<file path="src/rtl/io_dev_pkg.sv">
// rtl/io_dev_pkg.sv - shared types and constants for the I/O device responder
package io_dev_pkg;

  // Bus handshake sequencer states
  typedef enum logic [1:0] {
    IDLE = 2'd0,
    WAIT = 2'd1,
    ACK  = 2'd2,
    REL  = 2'd3
  } state_t;

  // Register offsets within the 4-byte window (PA[1:0])
  localparam logic [1:0] OFS_DATA = 2'd0;
  localparam logic [1:0] OFS_CTRL = 2'd1;
  localparam logic [1:0] OFS_STAT = 2'd2;
  localparam logic [1:0] OFS_CNT  = 2'd3;

  // Wait-state counter width (0..15 wait states)
  localparam int CNT_W = 4;

endpackage

</file>
<file path="src/rtl/io_sync2.sv">
// rtl/io_sync2.sv - two-flop synchronizer for an asynchronous active-low strobe
module io_sync2 (
  input  logic i_clk,
  input  logic i_rst,
  input  logic i_d,
  output logic o_q
);

  logic r_meta;
  logic r_q;

  // Resets to 1 so an active-low strobe reads as idle until it is really sampled
  always_ff @(posedge i_clk or posedge i_rst) begin
    if (i_rst) begin
      r_meta <= 1'b1;
      r_q    <= 1'b1;
    end else begin
      r_meta <= i_d;
      r_q    <= r_meta;
    end
  end

  assign o_q = r_q;

endmodule

</file>
<file path="src/rtl/io_dev_responder.sv">
// rtl/io_dev_responder.sv - I/O device window responder with wait states and IRQ
module io_dev_responder #(
  parameter logic [7:0] BASE_ADDR   = 8'h40,
  parameter int         WAIT_CYCLES = 2
) (
  input  logic       sysclk,
  input  logic       sys_rst,
  input  logic       IORQ_n,
  input  logic       WRITE,
  input  logic [7:0] PA_7_0,
  input  logic [7:0] IDB_7_0_IN,
  output logic [7:0] IDB_7_0_OUT,
  output logic       IDB_OE,
  output logic       RDY_n,
  input  logic       EVENT,
  output logic [7:0] CTRL_OUT,
  output logic       IRQ_n
);

  import io_dev_pkg::*;

  localparam logic [CNT_W-1:0] W_INIT = CNT_W'(WAIT_CYCLES);

  logic             w_rq_s;
  logic             w_hit;
  logic [1:0]       r_settle;
  logic             r_armed;
  state_t           r_state;
  state_t           w_next;
  logic [CNT_W-1:0] r_cnt;
  logic [CNT_W-1:0] w_cnt_next;
  logic             w_ack_entry;
  logic             w_release;
  logic             w_disarm;
  logic             w_w1c;
  logic [7:0]       w_rd_mux;

  logic [7:0]       r_data;
  logic [7:0]       r_ctrl;
  logic             r_stat0;
  logic [7:0]       r_acccnt;
  logic [7:0]       r_dout;
  logic             r_oe;
  logic             r_rdy_n;
  logic             r_irq_n;

  io_sync2 u_sync_iorq (
    .i_clk (sysclk),
    .i_rst (sys_rst),
    .i_d   (IORQ_n),
    .o_q   (w_rq_s)
  );

  assign w_hit = (PA_7_0[7:2] == BASE_ADDR[7:2]);
  assign w_w1c = w_ack_entry & WRITE & (PA_7_0[1:0] == OFS_STAT) & IDB_7_0_IN[0];

  // Synchronizer flops come out of reset as 1; ignore rq_s until both have
  // sampled the real pin, so a request held low through reset never arms
  always_ff @(posedge sysclk or posedge sys_rst) begin
    if (sys_rst) r_settle <= 2'b00;
    else         r_settle <= {r_settle[0], 1'b1};
  end

  // Armed once the bus is seen idle; a miss disarms until the next idle
  always_ff @(posedge sysclk or posedge sys_rst) begin
    if (sys_rst)                     r_armed <= 1'b0;
    else if (w_rq_s && r_settle[1])  r_armed <= 1'b1;
    else if (w_disarm)               r_armed <= 1'b0;
  end

  // State and wait counter registers
  always_ff @(posedge sysclk or posedge sys_rst) begin
    if (sys_rst) begin
      r_state <= IDLE;
      r_cnt   <= '0;
    end else begin
      r_state <= w_next;
      r_cnt   <= w_cnt_next;
    end
  end

  // Next state plus the one-cycle ACK entry / release strobes
  always_comb begin
    w_next      = r_state;
    w_cnt_next  = r_cnt;
    w_ack_entry = 1'b0;
    w_release   = 1'b0;
    w_disarm    = 1'b0;
    case (r_state)
      IDLE: begin
        if (!w_rq_s && r_armed) begin
          w_disarm = 1'b1;
          if (w_hit) begin
            if (WAIT_CYCLES == 0) begin
              w_next      = ACK;
              w_ack_entry = 1'b1;
            end else begin
              w_next     = WAIT;
              w_cnt_next = W_INIT;
            end
          end
        end
      end
      WAIT: begin
        if (w_rq_s) begin
          w_next = IDLE;
        end else if (r_cnt <= CNT_W'(1)) begin
          w_next      = ACK;
          w_ack_entry = 1'b1;
        end else begin
          w_cnt_next = r_cnt - CNT_W'(1);
        end
      end
      ACK: begin
        if (w_rq_s) begin
          w_next    = REL;
          w_release = 1'b1;
        end
      end
      REL:     w_next = IDLE;
      default: w_next = IDLE;
    endcase
  end

  // Read data selection by register offset
  always_comb begin
    w_rd_mux = 8'h00;
    case (PA_7_0[1:0])
      OFS_DATA: w_rd_mux = r_data;
      OFS_CTRL: w_rd_mux = r_ctrl;
      OFS_STAT: w_rd_mux = {7'b0, r_stat0};
      default:  w_rd_mux = r_acccnt;
    endcase
  end

  // Bus-side outputs are set on ACK entry and cleared on release
  always_ff @(posedge sysclk or posedge sys_rst) begin
    if (sys_rst) begin
      r_rdy_n <= 1'b1;
      r_oe    <= 1'b0;
      r_dout  <= 8'h00;
    end else if (w_ack_entry) begin
      r_rdy_n <= 1'b0;
      if (!WRITE) begin
        r_oe   <= 1'b1;
        r_dout <= w_rd_mux;
      end
    end else if (w_release) begin
      r_rdy_n <= 1'b1;
      r_oe    <= 1'b0;
      r_dout  <= 8'h00;
    end
  end

  // Register file, access counter, sticky event flag and registered IRQ
  always_ff @(posedge sysclk or posedge sys_rst) begin
    if (sys_rst) begin
      r_data   <= 8'h00;
      r_ctrl   <= 8'h00;
      r_stat0  <= 1'b0;
      r_acccnt <= 8'h00;
      r_irq_n  <= 1'b1;
    end else begin
      r_irq_n <= ~(r_ctrl[0] & r_stat0);
      r_stat0 <= EVENT | (r_stat0 & ~w_w1c);
      if (w_ack_entry) begin
        r_acccnt <= r_acccnt + 8'd1;
        if (WRITE) begin
          case (PA_7_0[1:0])
            OFS_DATA: r_data <= IDB_7_0_IN;
            OFS_CTRL: r_ctrl <= IDB_7_0_IN;
            default:  ;
          endcase
        end
      end
    end
  end

  assign IDB_7_0_OUT = r_dout;
  assign IDB_OE      = r_oe;
  assign RDY_n       = r_rdy_n;
  assign CTRL_OUT    = r_ctrl;
  assign IRQ_n       = r_irq_n;

endmodule

</file>
<file path="config.mk">
export PLATFORM = sky130hd
export DESIGN_NAME = io_dev_responder
export DESIGN_NICKNAME = d
export VERILOG_FILES = /design/src/rtl/io_dev_pkg.sv /design/src/rtl/io_sync2.sv /design/src/rtl/io_dev_responder.sv
export SDC_FILE = /design/constraint.sdc
export NUM_CORES = 1
export LEC_CHECK = 0
export BUFFER_PORTS_ARGS = -buffer_cell sky130_fd_sc_hd__clkbuf_2
export CORE_UTILIZATION = 30
export CTS_CLUSTER_SIZE = 24
export DETAILED_ROUTE_END_ITERATION = 16
export RECOVER_POWER = 50
export SYNTH_ARGS = -nofsm -noshare
export SYNTH_HDL_FRONTEND = slang
export SYNTH_SLANG_ARGS = --single-unit
</file>
<file path="constraint.sdc">
create_clock -name sysclk -period 2.64 [get_ports sysclk]
set_clock_uncertainty 0.15 [all_clocks]
set_input_delay 0.792 -clock sysclk [delete_from_list [all_inputs] [get_ports sysclk]]
set_output_delay 0.792 -clock sysclk [all_outputs]
set_load 0.05 [all_outputs]
</file>
# After elaboration in Yosys (flattened, before gate mapping)
# Index checks and enable logic that the tools add are counted.
[classes] magnitude_cmp=1 n_eq_ne=13 bitwise=8 mux=29 add_sub_neg=2 n_reduce_logical=13
[ops] operator="$mux W8" count=3
[ops] operator="$pmux W8 S3" count=1
[ops] operator="$mux W4" count=4
[ops] operator="$mux W1" count=14
[ops] operator="$mux W2" count=5
[ops] operator="$ne A2 B2 Y1 const B" count=5
[ops] operator="$add A8 B1 Y8 const B" count=1
[ops] operator="$pmux W2 S4" count=1
[ops] operator="$pmux W4 S2" count=1
[ops] operator="$eq A2 B2 Y1 const B" count=3
[ops] operator="$eq A6 B5 Y1 const B" count=1
[ops] operator="$reduce_and A3 Y1" count=2
[ops] operator="$reduce_bool A2 Y1" count=3
[ops] operator="$and A1 B1 Y1" count=5
[ops] operator="$reduce_and A5 Y1" count=1
[ops] operator="$eq A2 B1 Y1 const B" count=2
[ops] operator="$le A4 B1 Y1 const B" count=1
[ops] operator="$logic_not A2 Y1" count=2
[ops] operator="$reduce_and A4 Y1" count=1
[ops] operator="$sub A4 B1 Y4 const B" count=1
[ops] operator="$ne A3 B2 Y1 const B" count=1
[ops] operator="$logic_and A1 B1 Y1" count=2
[ops] operator="$ne A2 B1 Y1 const B" count=1
[ops] operator="$not A1 Y1" count=2
[ops] operator="3 further kinds" count=3
[word_totals] elab_cells=80 regBits=47

# Depth between registers and ports, before layout
# Gate-level depths: netlist (run 1).
[logic_depth] word_depth=10 depth_mapped=7 mapped_depth_nobuf=6

# Cells and area by module
# From an unflattened synthesis (run 1), not the netlist that was laid out.
[hier_totals] cells_unflattened=187 area_unflattened_um2=2182.1
[modules_own_cells] module="io_dev_responder" area_per_inst_um2=2125.8 cells_each=184 n_inst=1
[modules_own_cells] module="io_sync2" area_per_inst_um2=56.3 cells_each=3 n_inst=1

# Worst setup path before layout (run 1)
# Ideal clock, no wire load.
[synth_path] path_kind="reg2reg" from="reg (tool-made name)" to="reg r_data[0]" required_time_ns=2.365 stages_incl_launch_ff=6 synth_period_minus_slack_ns=2.348 slack_ns=0.292 arrival_ns=2.074 path_buffers=1 path_cell_list="dfrtp_1 -> or3b_1 -> or3_1 -> buf_6 -> nor4b_4 -> mux2_2"
[synth_rtl] item="end signal, assigned" line="io_dev_responder.sv:158" rtl="r_data <= 8'h00;"
[synth_rtl] item="end signal, assigned" line="io_dev_responder.sv:170" rtl="OFS_DATA: r_data <= IDB_7_0_IN;"
[synth_rtl] item="end, declared" line="io_dev_responder.sv:38" rtl="logic [7:0] r_data;"

==> results of run 1 <==
## cell type report
class,count,area share (%)
Clock buffer,6,2.94
Clock inverter,2,0.507
Inverter,4,0.609
Multi-Input combinational cell,118,34.7
Sequential cell,47,47.9
Tap cell,77,3.91
Timing Repair Buffer,45,9.44
## power by group
group / switching (mW) / internal [mW]
combinational: 0.0976 / 0.0471
sequential: 0.0192 / 0.750
clock: 0.240 / 0.185
total: 0.356 / 0.982
## metrics by stage
stage | setup WS (ns) | hold WS (ns) | power (mW)
floorplan | 0.292 | 0.181 | 0.883
global placement | 0.329 | 0.183 | 0.933
detailed placement | 0.296 | 0.186 | 0.935
CTS | 0.274 | 0.206 | 1.36
global route | 0.228 | 0.210 | 1.40
finish | 0.300 | 0.203 | 1.34
## worst max-delay path, cell delays in order, from the launching register on
cell     delay (ns)
dfrtp_1        0.43
or3b_1         0.42
or3_1          0.42
nor4b_4        0.27
buf_4          0.21
mux2_2         0.34
## sequential cells by signal (all words and copies together), names as in the netlist, named ones only
signal and count:
r_acccnt 8, r_data 8, CTRL_OUT 8, r_cnt 4, IDB_OE 1, RDY_n 1
u_sync_iorq.r_meta 1, r_armed 1, IDB_7_0_OUT 8, r_settle 2, IRQ_n 1, r_stat0 1
r_state 1, u_sync_iorq.o_q 1
## routing by layer
layer	vias up	GRT usage, %	wire length, um
li1	705	-	-
met1	710	16.9	2050
met2	34	19.9	1970
met3	2	4.09	196
met4	0	4.55	43
met5	-	0	0
## logic make-up (layout without fill, tap and decap cells)
group | count (synthesis) | in the layout | share of synthesized area (%)
AND/OR/NAND/NOR | 59 | 59 | 15.3
flip-flops | 47 | 47 | 56.7
multiplexers | 26 | 26 | 14.1
AO/OA/AOI/OAI | 22 | 22 | 6.79
buffers and inverters | 10 | 57 | 2.16
XOR/XNOR | 7 | 7 | 2.94
adder cells (fa/ha/maj) | 3 | 3 | 1.80
other | 1 | 1 | 0.180
## cells in the final DEF (no fill, tap or decap), types with 2 or more instances in the layout
| cell | Yosys | layout |
|---|---|---|
| dfrtp_1 | 43 | 43 |
| clkbuf_2 | 0 | 39 |
| nand2_1 | 26 | 26 |
| mux2_2 | 17 | 17 |
| o21ai_0 | 10 | 10 |
| mux2i_1 | 8 | 8 |
| xnor2_1 | 7 | 7 |
| nor3_1 | 6 | 6 |
| o2bb2ai_1 | 6 | 6 |
| nor2_1 | 5 | 5 |
| nand4_1 | 5 | 5 |
| clkbuf_8 | 0 | 5 |
| dfstp_2 | 4 | 4 |
| inv_1 | 4 | 4 |
| buf_4 | 0 | 4 |
| and3_1 | 3 | 3 |
| a21oi_1 | 3 | 3 |
| ha_1 | 3 | 3 |
| clkbuf_1 | 3 | 3 |
| o21a_1 | 2 | 2 |
| nand4b_1 | 2 | 2 |
## final timing paths
kind                       cells after the start         from  slack (ns)        endpoint
setup / recovery                               5     register        0.30       r_data[0]
hold / removal                                 0  r_settle[0]        0.20     r_settle[1]
setup reg to reg                               5     register        0.30       r_data[0]
hold reg to reg                                0  r_settle[0]        0.20     r_settle[1]
max in group asynchronous                      3      sys_rst        0.95  IDB_7_0_OUT[3]
min in group asynchronous                      3      sys_rst        0.69         r_armed
==> results by group, run 1 <==
Outcome
  – Run status: complete, no violations

STA
  – Worst-Margin Slew: 1.15 ns
  – Worst slew margin: 23.2%
  – Fmax: 0.427 GHz
  – Fin crit share: 88.6%
  – Final setup TNS: 0 ns
  – Hold Vio Cnt, Final: 0
  – Number of setup violations in the final report: 0
  – Max Slew Vio Count: 0
  – Unrepaired setup endpoints after global routing: false
  – Tmin final: 2.34 ns

Yosys
  – EDFF count, synth: 0
  – Most frequent cell after synthesis: dfrtp_1
  – Cell variety after synth: 35
  – Async set or reset register ratio after synthesis: 100%
  – Synth area leaders: dfrtp_1 52%, mux2_2 9.2%, dfstp_2 5.0%
  – FF+latch count, synth: 47
  – Synth Cell Area: 0.00208 mm^2
  – Synth cell count leaders: 43 x dfrtp_1, 26 x nand2_1, 17 x mux2_2, 10 x o21ai_0, 8 x mux2i_1
  – Sequential share of the synthesized area: 56.7%
  – Synth area leader: dfrtp_1
  – Most used DFF post-synth: dfrtp_1
  – Post-synth top area share: 51.7%
  – Cells after Synth: 175
  – Mean Syn Cell Area: 11.9 um^2
  – Syn Nets: 199
  – Yosys warns: 0

Setup path
  – Worst setup SP type: register
  – Crit end category: register
  – CP Class: reg2reg
  – Worst Path Required: 2.67 ns
  – Crit-path max FO: 8
  – CP arrival: 2.37 ns

Clock network
  – Clock buffer depth: 2
  – Worst-Skew Late Latency: 0.30 ns
  – Clk root buf: clkbuf_8
  – # hold bufs at CTS: 0
  – Post-CTS setup buffer count: 0
  – TritonCTS clock tree: done
  – H-tree depth: 2
  – Post-CTS sizing: 0
  – Clk pin slew, worst setup/hold paths: 0.09 ns
  – CTS Buf Count: 5
  – # clock sinks: 47

Global routing
  – Largest net degree at the start of global routing: 48
  – Total grt overflow: 0
  – First-pass GRT wire length: 6.99 mm
  – Gr usage total: 12.8%
  – Vias in the first global route: 1395
  – Initial antenna violation count: 0

Floorplan
  – IO Count: 40
  – Rows: 29
  – Core ar.: 0.00653 mm^2
  – Height of the die: 85.3 um
  – Width of the die: 85.3 um
  – DIE AREA: 0.00728 mm^2
  – Initial core utilization: 31.9%

Final layout
  – Layout area overhead: 18.4%
  – Design Area, Final: 0.00247 mm^2
  – Area of the multi-input gates: 856 um^2
  – Number of fill cells: 657
  – Fin util: 37.8%
  – Register Area: 0.00118 mm^2
  – N_diodes: 0
  – Final nets: 245
  – Fin cells: 299
  – Layout cell share with drive strength beyond 1: 33.8%

Drt
  – Via/cell ratio: 4.85
  – WL final: 4.25 mm
  – DRC viols: 0
  – Routed via count: 1451
  – DRT iter0 DRCs: 94
  – Router iterations before antenna repair: 4
  – Routed Antenna Nets: 0
  – Routed wire per std cell: 14.2 um

Placed design
  – DP HPWL: 3.05 mm
  – Inst Count DP: 291
  – GPL Wtd Cong: 0.732
  – Area after DPL: 0.00241 mm^2
  – Port bufs: 39

Power
  – PD cells: 543 mW/mm^2
  – Leakage: 1.19 nW
  – Maximum VDD drop: 195 uV

Job
  – Max-Cap Viols: 0

Hold path
  – Hold Crit Class: reg2reg
No activity file was read; power rests on OpenSTA's default activity.
==> run 2: changes to the inputs <==
Settings changed: CORE_MARGIN set to 3, SKIP_CTS_REPAIR_TIMING set to 1.
==> results by group, run 2 (same netlist as run 1, synthesis figures left out) <==
STA
  – Tmin final: 2.36 ns
  – Fmax: 0.424 GHz
  – Hold WS: 0.202 ns
  – Slack of the critical path: 0.280 ns
  – Final setup TNS: 0 ns
  – Unrepaired setup endpoints after global routing: false
  – Hold Vio Cnt, Final: 0
  – Worst slew margin: 42.7%
  – Max Slew Vio Count: 0
  – Worst-Margin Slew: 0.858 ns
  – Number of setup violations in the final report: 0
  – Fin crit share: 89.4%

Power
  – Maximum VDD drop: 230 uV
  – Leakage: 1.19 nW
  – PD cells: 539 mW/mm^2
  – Final Power: 1.33 mW

Final layout
  – Layout cell share with drive strength beyond 1: 33.8%
  – N_diodes: 0
  – Design Area, Final: 0.00247 mm^2
  – Most frequent cells in the layout: 43 x dfrtp_1, 40 x clkbuf_2, 26 x nand2_1
  – Final nets: 245
  – Fin cells: 299
  – Number of fill cells: 675
  – Most common cell after layout, fill and taps aside: dfrtp_1
  – Layout area overhead: 18.4%
  – Fin util: 37.8%

Global routing
  – First-pass GRT wire length: 7.20 mm
  – Vias in the first global route: 1518
  – Gr usage total: 11.9%
  – Largest net degree at the start of global routing: 26
  – Total grt overflow: 0
  – Initial antenna violation count: 0

Clock network
  – Clk root buf: clkbuf_8
  – H-tree depth: 2
  – Clock buffer depth: 2
  – # clock sinks: 47
  – Worst-Skew Late Latency: 0.30 ns
  – Clk pin slew, worst setup/hold paths: 0.08 ns
  – CTS Buf Count: 5
  – TritonCTS clock tree: done

Placed design
  – Pre-CTS setup slack: 0.291 ns
  – DP HPWL: 3.13 mm
  – Inst Count DP: 291
  – GPL Wtd Cong: 0.765
  – Area after DPL: 0.00241 mm^2
  – Port bufs: 39

Floorplan
  – Height of the die: 89.3 um
  – IO Count: 40
  – Width of the die: 89.3 um
  – Initial core utilization: 31.9%
  – Core ar.: 0.00653 mm^2
  – Rows: 29
  – DIE AREA: 0.00798 mm^2

Setup path
  – CP max stage cell: or3b_1
  – Worst setup SP type: register
  – Delay-heaviest family, CP: simple AND/OR/NAND/NOR gates
  – Crit end category: register
  – CP arrival: 2.39 ns
  – Crit path largest cell delay: 0.43 ns
  – CP Class: reg2reg
  – Crit-path max FO: 8
  – Worst Path Buf+Inv: 1
  – Critical Path, Cell by Cell: or3b_1 > or3_1 > nor4b_4 > buf_4 > mux2_2
  – Worst Path Required: 2.68 ns

Drt
  – Via/cell ratio: 4.87
  – DRC viols: 0
  – WL final: 4.17 mm
  – Routed wire per std cell: 13.9 um
  – Routed Antenna Nets: 0
  – Routed via count: 1455
  – DRT iter0 DRCs: 98
  – Router iterations before antenna repair: 4

Job
  – Max-Cap Viols: 0

Hold path
  – Hold Crit Class: reg2reg

Outcome
  – Run status: complete, no violations
-- run 2: final timing paths --
path	slack [ns]	end	start	depth (start not counted)
setup / recovery	0.28	r_data[4]	register	5
hold / removal	0.20	r_settle[1]	r_settle[0]	0
setup reg to reg	0.28	r_data[4]	register	5
hold reg to reg	0.20	r_settle[1]	r_settle[0]	0
max in group asynchronous	0.75	CTRL_OUT[2]	sys_rst	3
min in group asynchronous	0.49	r_settle[0]	sys_rst	2
-- run 2: worst register-to-register path, cell delays in order, from the launching register on --
cell	delay, ns
dfrtp_1	0.42
or3b_1	0.43
or3_1	0.42
nor4b_4	0.28
buf_4	0.21
mux2_2	0.34
-- run 2: layer usage --
layer,wire length (um),global-route usage [%],up-vias
met5,0,0,-
met4,86,5.28,0
met3,193,2.95,4
met2,1960,18.0,28
met1,1930,16.3,711
li1,-,-,712
-- run 2: cell type report --
| type | count | area [um^2] | share of cell area, % |
|---|---|---|---|
| Sequential cell | 47 | 1180 | 47.9 |
| Multi-Input combinational cell | 118 | 862 | 35.0 |
| Timing Repair Buffer | 45 | 230 | 9.34 |
| Tap cell | 77 | 96.3 | 3.91 |
| Clock buffer | 7 | 76.3 | 3.09 |
| Inverter | 4 | 15.0 | 0.609 |
| Clock inverter | 1 | 5.00 | 0.203 |
-- run 2: where the power goes --
| group | internal, mW | switching [mW] | total (mW) |
|---|---|---|---|
| Clock | 0.186 | 0.229 | 0.415 |
| Sequential | 0.750 | 0.0195 | 0.769 |
| Combinational | 0.0477 | 0.0975 | 0.145 |
==> run 3: changes to the inputs <==
Settings changed: ABC_AREA set to 1, CORE_MARGIN 3 to not set.
==> results by group, run 3 <==
Yosys
  – EDFF count, synth: 0
  – Most frequent cell after synthesis: nand2_1
  – Synth area leader: dfrtp_1
  – Sequential share of the synthesized area: 50.4%
  – Syn Nets: 320
  – Synth area leaders: dfrtp_1 46%, nand2_1 22%, nand3_1 7.0%
  – Cell variety after synth: 24
  – Yosys warns: 0
  – FF+latch count, synth: 47
  – Cells after Synth: 296
  – Async set or reset register ratio after synthesis: 100%
  – Synth Cell Area: 0.00234 mm^2
  – Post-synth top area share: 45.9%
  – Synth cell count leaders: 135 x nand2_1, 43 x dfrtp_1, 33 x nand3_1, 23 x inv_1, 10 x nor2_1
  – Mean Syn Cell Area: 7.92 um^2
  – Most used DFF post-synth: dfrtp_1

Drt
  – WL final: 4.96 mm
  – Routed wire per std cell: 11.2 um
  – Via/cell ratio: 4.46
  – DRT iter0 DRCs: 82
  – Router iterations before antenna repair: 4
  – Routed Antenna Nets: 0
  – DRC viols: 0
  – Routed via count: 1966

Setup path
  – Critical Path, Cell by Cell: clkbuf_2
  – Crit path largest cell delay: 0.53 ns
  – CP Class: reg2out
  – Worst Path Buf+Inv: 1
  – Worst Path Required: 1.70 ns
  – Reg2reg end: IDB_7_0_OUT[0]
  – Crit-path max FO: 2
  – Delay-heaviest family, CP: flip-flops
  – Reg2reg start: r_cnt[0]
  – Reg2reg setup slack: 0.63 ns
  – CP arrival: 1.08 ns
  – Crit end category: output pin
  – Worst setup SP type: register
  – CP max stage cell: dfstp_2
  – Cells on worst reg2reg path: 9

Global routing
  – First-pass GRT wire length: 9.16 mm
  – Vias in the first global route: 1983
  – Initial antenna violation count: 0
  – Largest net degree at the start of global routing: 48
  – Gr usage total: 13.5%
  – Total grt overflow: 0

STA
  – Tmin final: 2.03 ns
  – Number of setup violations in the final report: 0
  – Max Slew Vio Count: 0
  – Worst-Margin Slew: 1.17 ns
  – Worst slew margin: 21.7%
  – Unrepaired setup endpoints after global routing: false
  – Fmax: 0.493 GHz
  – Hold Vio Cnt, Final: 0
  – Fin crit share: 76.8%
  – Final setup TNS: 0 ns

Placed design
  – GPL Wtd Cong: 0.785
  – DP HPWL: 3.73 mm
  – Inst Count DP: 433
  – Port bufs: 39

Power
  – P_sw: 0.831 mW
  – P_int: 1.33 mW
  – Maximum VDD drop: 384 uV
  – Comb power frac: 31.5%
  – Register share of total power: 44.5%
  – Sw Ratio: 38.5%
  – Clock share of power: 24.0%
  – Leakage: 1.49 nW
  – PD cells: 785 mW/mm^2

Final layout
  – Layout area overhead: 17.1%
  – Register Area: 0.00118 mm^2
  – N_diodes: 0
  – Final nets: 365
  – Fin cells: 441
  – Most frequent cells in the layout: 136 x nand2_1, 43 x dfrtp_1, 40 x clkbuf_2
  – Fin util: 37.1%
  – Number of fill cells: 776
  – Most common cell after layout, fill and taps aside: nand2_1
  – Area of the multi-input gates: 0.00102 mm^2
  – Layout cell share with drive strength beyond 1: 19.3%

Clock network
  – CTS Buf Count: 5
  – Clock buffer depth: 2
  – H-tree depth: 2
  – Clk root buf: clkbuf_8
  – Worst-Skew Late Latency: 0.30 ns
  – # clock sinks: 47
  – Clk pin slew, worst setup/hold paths: 0.08 ns
  – TritonCTS clock tree: done

Hold path
  – Worst min-delay path endpoint: r_settle[1]
  – Hold Crit Class: reg2reg
  – Hold path cells: 0
  – Hold_sp: r_settle[0]

Floorplan
  – IO Count: 40
  – Height of the die: 90.4 um
  – Rows: 31
  – DIE AREA: 0.00817 mm^2
  – Core ar.: 0.00741 mm^2
  – Initial core utilization: 31.7%
  – Width of the die: 90.4 um

Outcome
  – Run status: complete, no violations

Job
  – Max-Cap Viols: 0
run 3: cell types whose count changed in the layout (fill, tap and decap cells not counted), moves of 7 or more:
| cell | previous run | this run |
|---|---|---|
| nand2_1 | 26 | 136 |
| nand3_1 | 1 | 33 |
| inv_1 | 4 | 24 |
| mux2_2 | 17 | 0 |
| mux2i_1 | 8 | 0 |
| xnor2_1 | 7 | 0 |
run 3: cell families (layout without fill, tap and decap cells):
kind of cell / after synthesis / in the layout / share of synthesized area [%]
AOI/OAI and AO/OA: 17 / 17 / 4.38
xor gates and xnor gates: 3 / 3 / 1.12
adders and majority gates: 3 / 3 / 1.60
buffers and inverters: 30 / 76 / 5.60
DFF: 47 / 47 / 50.4
other: 1 / 1 / 0.160
and+or+nand+nor: 195 / 195 / 36.8
run 3: cell type report:
cell class	instances	area share, %
Inverter	26	3.55
Sequential cell	47	43.0
Tap cell	99	4.51
Clock inverter	1	1.09
Multi-Input combinational cell	219	37.2
Clock buffer	7	2.78
Timing Repair Buffer	42	7.84
run 3: how the worst max path moves through the flow:
stage | slack, ns | from | end | depth (start not counted)
after global routing | 0.43 | r_cnt[0] | IDB_OE | 9
after floorplan | 0.59 | sys_rst | CTRL_OUT[0] | 1
after CTS | 0.59 | RDY_n | RDY_n | 1
final | 0.61 | RDY_n | RDY_n | 1
after global placement | 0.63 | PA_7_0[0] | CTRL_OUT[3] | 6
after detailed placement | 0.61 | PA_7_0[1] | IDB_7_0_OUT[3] | 7
run 3: power by group through the flow:
stage               clock network, mW  registers [mW]  logic, mW
floorplan                           0            1.16      0.338
global placement                    0           0.973      0.697
detailed placement                  0           0.978      0.703
CTS                             0.539           0.964      0.705
global route                    0.571           0.980      0.765
finish                          0.518           0.960      0.679
run 3: through the flow:
step / hold slack [ns] / setup slack (ns) / area (um^2) / total power, mW
after floorplan: 0.181 / 0.589 / 2340 / 1.50
after global placement: 0.184 / 0.634 / 2670 / 1.67
after detailed placement: 0.188 / 0.605 / 2670 / 1.68
after CTS: 0.207 / 0.594 / 2770 / 2.21
after global routing: 0.220 / 0.433 / 2750 / 2.32
final: 0.201 / 0.613 / 2750 / 2.16
run 3: per-layer routing:
layer	global-route usage, %	wire length [um]
met4	4.30	65
met3	2.10	94
met2	22.3	2310
met1	18.1	2480
met5	0	0
